$ cat src/rtl/g_perm_arbiter.sv
// Round-robin arbiter sharing one G permutation core between the absorb (port 0)
// and squeeze (port 1) requesters; sequences the core and returns a done pulse.
module g_perm_arbiter #(
   parameter int CWIDTH      = 320,
   parameter int RWIDTH      = 32,
   parameter int ROUND_COUNT = 10,
   parameter int TIMEOUT     = 1024
) (
   input  logic                   clk,
   input  logic                   reset,
   input  logic                   req0,
   input  logic                   req1,
   input  logic [CWIDTH-1:0]      c0,
   input  logic [CWIDTH-1:0]      c1,
   input  logic [ROUND_COUNT-1:0] rounds0,
   input  logic [ROUND_COUNT-1:0] rounds1,
   output logic                   done0,
   output logic                   done1,
   output logic [RWIDTH-1:0]      rout,
   output logic [CWIDTH-1:0]      cout,
   output logic                   grant,
   output logic                   busy,
   output logic                   timeout,
   output logic [CWIDTH-1:0]      g_c,
   output logic [ROUND_COUNT-1:0] g_rounds,
   output logic                   g_en,
   output logic                   g_reset,
   input  logic [RWIDTH-1:0]      g_rout,
   input  logic [CWIDTH-1:0]      g_cout,
   input  logic                   g_done
);

   localparam int WDW = (TIMEOUT > 2) ? $clog2(TIMEOUT) : 1;
   localparam logic [WDW-1:0] WD_LAST = WDW'(TIMEOUT - 1);

   typedef enum logic [1:0] {S_IDLE, S_BUSY, S_RESP, S_ERR} state_t;

   state_t                 state_q;
   logic                   ptr_q;
   logic                   grant_q;
   logic [WDW-1:0]         wdog_q;
   logic [CWIDTH-1:0]      g_c_q;
   logic [ROUND_COUNT-1:0] g_rounds_q;
   logic [RWIDTH-1:0]      rout_q;
   logic [CWIDTH-1:0]      cout_q;

   logic sel_d;
   logic req_own;

   // With a single requester the pointer is irrelevant; with both, ptr breaks the tie.
   always_comb begin
      sel_d   = (req0 && req1) ? ptr_q : req1;
      req_own = grant_q ? req1 : req0;
   end

   always_ff @(posedge clk or posedge reset) begin
      if (reset) begin
         state_q    <= S_IDLE;
         ptr_q      <= 1'b0;
         grant_q    <= 1'b0;
         wdog_q     <= '0;
         g_c_q      <= '0;
         g_rounds_q <= '0;
         rout_q     <= '0;
         cout_q     <= '0;
      end else begin
         case (state_q)
            S_IDLE: begin
               if (req0 || req1) begin
                  grant_q    <= sel_d;
                  g_c_q      <= sel_d ? c1 : c0;
                  g_rounds_q <= sel_d ? rounds1 : rounds0;
                  wdog_q     <= '0;
                  state_q    <= S_BUSY;
               end
            end
            S_BUSY: begin
               wdog_q <= wdog_q + 1'b1;
               // Abort beats a same-cycle completion: the requester has already left.
               if (!req_own) begin
                  ptr_q   <= ~grant_q;
                  state_q <= S_IDLE;
               end else if (g_done) begin
                  rout_q  <= g_rout;
                  cout_q  <= g_cout;
                  state_q <= S_RESP;
               end else if (wdog_q == WD_LAST) begin
                  state_q <= S_ERR;
               end
            end
            S_RESP, S_ERR: begin
               ptr_q   <= ~grant_q;
               state_q <= S_IDLE;
            end
            default: state_q <= S_IDLE;
         endcase
      end
   end

   assign g_en     = (state_q == S_BUSY);
   assign g_reset  = ~g_en;
   assign busy     = (state_q == S_BUSY) || (state_q == S_RESP);
   assign timeout  = (state_q == S_ERR);
   assign done0    = (state_q == S_RESP) && !grant_q;
   assign done1    = (state_q == S_RESP) &&  grant_q;
   assign grant    = grant_q;
   assign g_c      = g_c_q;
   assign g_rounds = g_rounds_q;
   assign rout     = rout_q;
   assign cout     = cout_q;

endmodule
$ cat config.mk
export PLATFORM = sky130hd
export DESIGN_NAME = g_perm_arbiter
export DESIGN_NICKNAME = d
export VERILOG_FILES = /design/src/rtl/g_perm_arbiter.sv
export SDC_FILE = /design/constraint.sdc
export NUM_CORES = 2
export LEC_CHECK = 0
export CORE_AREA = 2 2 668 670
export CTS_CLUSTER_SIZE = 24
export DETAILED_ROUTE_END_ITERATION = 6
export DIE_AREA = 0 0 670 672
export DONT_BUFFER_PORTS = 1
export SLEW_MARGIN = 10
export SYNTH_ARGS = -nofsm -noshare
export SYNTH_HDL_FRONTEND = slang
export SYNTH_SLANG_ARGS = --single-unit
$ cat constraint.sdc
create_clock -name clk -period 35.5 [get_ports clk]
set_input_delay 10.65 -clock clk [delete_from_list [all_inputs] [get_ports clk]]
set_output_delay 10.65 -clock clk [all_outputs]
set_load 0.005 [all_outputs]
==> impl_metrics.json <==
{
  "slew_violations": 0,
  "drt_iter0_drc": 1634,
  "met3_length_um": 45600,
  "postCtsSetupBuffers": 0,
  "std_cell_rows": 245,
  "h-tree-depth": 3,
  "reg2reg_from": "state_q[1]",
  "drive_gt1_frac": 0.238,
  "cts_hold_buf": 0,
  "synth.area.top_cells": "dfrtp_1 (60%), mux2_2 (14%), mux2i_1 (11%)",
  "gp_congestion": 1.10,
  "gr-total-overflow": 0,
  "clk_pin_slew_ns": 0.06,
  "start_util": 0.0653,
  "numCtsBuffers": 97,
  "rsz0062_at_grt": "no",
  "synth_top_family_by_area": "multiplexers",
  "hold_viol": 0,
  "pwr_density_cell_mw_per_mm2": 104,
  "vias": 20700,
  "hold_depth": 2,
  "min_period_ns": 14.62,
  "wl_met2_um": 153000,
  "regToRegEndpoint": "cout[37]",
  "cts_buffer_depth": 4,
  "coreArea_mm2": 0.444,
  "cts_resized": 0,
  "critPathKind": "in2async",
  "rr_worst_depth": 9,
  "synthSimpleGateAreaFrac": 0.0490,
  "dp_cells": 8066,
  "worstHoldStart": "g_c[109]",
  "layout.nets": 3260,
  "io_buffers": 0,
  "worst_clock_skew_ns": 0.0826,
  "cp.arrival_ns": 15.38,
  "final_cell_mix": "dfrtp_1 (696), mux2_2 (352), nand2_1 (336), o21ai_0 (334), mux2i_1 (332)",
  "firstDrtPassIters": 5,
  "final_cells": 8405,
  "hpwl_um": 279000,
  "setup_viol": 0,
  "hold_path.class": "reg2reg",
  "dieArea_mm2": 0.450,
  "syn_nets": 3282,
  "synthAdderAreaFrac": 0.00259,
  "synth-main-ff-cell": "dfrtp_1",
  "crit_fanout": 82,
  "required_ns": 36.26,
  "synth_mux_area_frac": 0.252,
  "root_buffer": "clkbuf_16",
  "cp-end-kind": "async pin",
  "max_cap_violations": 0,
  "drcViolationCount": 0,
  "synth_area_leader_cell": "dfrtp_1",
  "syn_area_mm2": 0.0290,
  "synth_cell_type_count": 36,
  "grt_usage": 0.132,
  "slew_headroom": 0.198,
  "fmax_ghz": 0.0684,
  "avgSynthCellArea_um2": 12.8,
  "hold_slack_ns": 0.513,
  "clock_sinks": 696,
  "cts_tree": "built",
  "fp.dieH_um": 672,
  "drt-wirelength-per-cell_um": 36.6,
  "worst_pin_slew_ns": 1.20,
  "irDropWorstVdd_v": 0.0000719,
  "leakage_nw": 15.4,
  "totalWireLength_um": 308000,
  "clkLatencyLatePin_ns": 0.86,
  "synthArstFlopShare": 1.00,
  "grt_pass1_vias": 19100,
  "synthXorXnorAreaFrac": 0.00151,
  "grt_max_degree": 193,
  "grt_pass1_wl_um": 353000,
  "fill_cells": 51200,
  "ys_seq_area_frac": 0.602,
  "worstSetupStartpointType": "input pin",
  "die_x_um": 670,
  "routed.top_layer": "met5",
  "io_pins": 1706,
  "vias_per_cell": 2.47,
  "antenna_found_initial": 373,
  "synth_compound_area_frac": 0.0619,
  "rrSetupSlack_ns": 30.83,
  "synth_top_area_frac": 0.602,
  "setup-tns-final_ns": 0,
  "synth_edf_count": 0,
  "syn-instance-count": 2259,
  "met1_length_um": 98700,
  "syn_to_final_growth_pct": 36.6,
  "final_antenna_net_count": 0,
  "layout_commonest_cell": "dfrtp_1",
  "run_status": "finished, final reports clean",
  "holdPathEnd": "g_c[109]",
  "synth_seq_cells": 696,
  "period_share": 0.412,
  "yosysWarnings": 0
}
[worst max-delay path by stage]
stage	from	end
floorplan	reset	cout[0]
global placement	reset	g_c[215]
detailed placement	reset	g_c[194]
CTS	reset	g_c[193]
global route	reset	g_c[257]
finish	reset	g_c[257]
[state kept, by name (all words and copies together), names as in the netlist]
signal and cells:
ptr_q 1, state_q 2, rout 32, g_rounds 10
g_c 320, cout 320, wdog_q 10, grant 1
[metal layers]
layer	vias up	track usage
met5	-	0
met4	150	0.0366
met3	644	0.0882
met2	1623	0.230
met1	10200	0.125
li1	8078	-
[critical path, cell delays in order]
cell   delay [ns]
inv_8        0.36
buf_4        0.61
buf_4        0.70
buf_4        0.73
buf_4        0.56
buf_4        0.61
buf_4        0.81
[synthesized netlist by cell type (all sizes together) (2+ instances only)]
cell and instances:
nor4 2, o21ai 336, o31ai 3, buf 107, xnor2 5, clkbuf 42, mux2i 332, ha 6
dfrtp 696, a21oi 3, o22a 2, mux2 352, nor2 11, nor3 2, nor4b 2, nand3 3
nand2 337, inv 6
[cells by family (layout without fill, tap and decap cells)]
group           after synthesis  after routing
simple gates                363            363
buf+inv                     155            205
flops                       696            696
xor+xnor                      5              5
mux                         684            684
fa+ha+maj                     6              6
other cells                   0            168
compound gates              350            350
[final cells by class]
class,count,area (um2),area share
diodes,168,420,0.0106
clock buffers,125,2720,0.0689
clock inverters,46,644,0.0163
inverters,6,30.0,0.000759
multi-input cells,1408,10600,0.269
flip-flops and latches,696,17400,0.440
well taps,5928,7420,0.188
repair buffers,28,248,0.00626
[per-stage QoR]
stage / utilization / total power [mW] / instance area [um2] / setup slack [ns]
2_1_floorplan: - / 2.02 / 29000 / 5.33
5_1_grt: 0.0887 / 4.36 / 39300 / 20.17
6_report: 0.0892 / 4.11 / 39500 / 20.88
3_5_place_dp: 0.0806 / 3.20 / 35800 / 19.78
4_1_cts: 0.0882 / 4.29 / 39100 / 20.69
3_3_place_gp: 0.0806 / 3.18 / 35800 / 19.81
[where the power goes]
group / switching (mW) / internal (mW) / total, mW
Combinational: 0.364 / 0.331 / 0.695
Clock: 0.422 / 0.636 / 1.06
Sequential: 1.19 / 1.17 / 2.36
(Power assumes the default switching activity.)
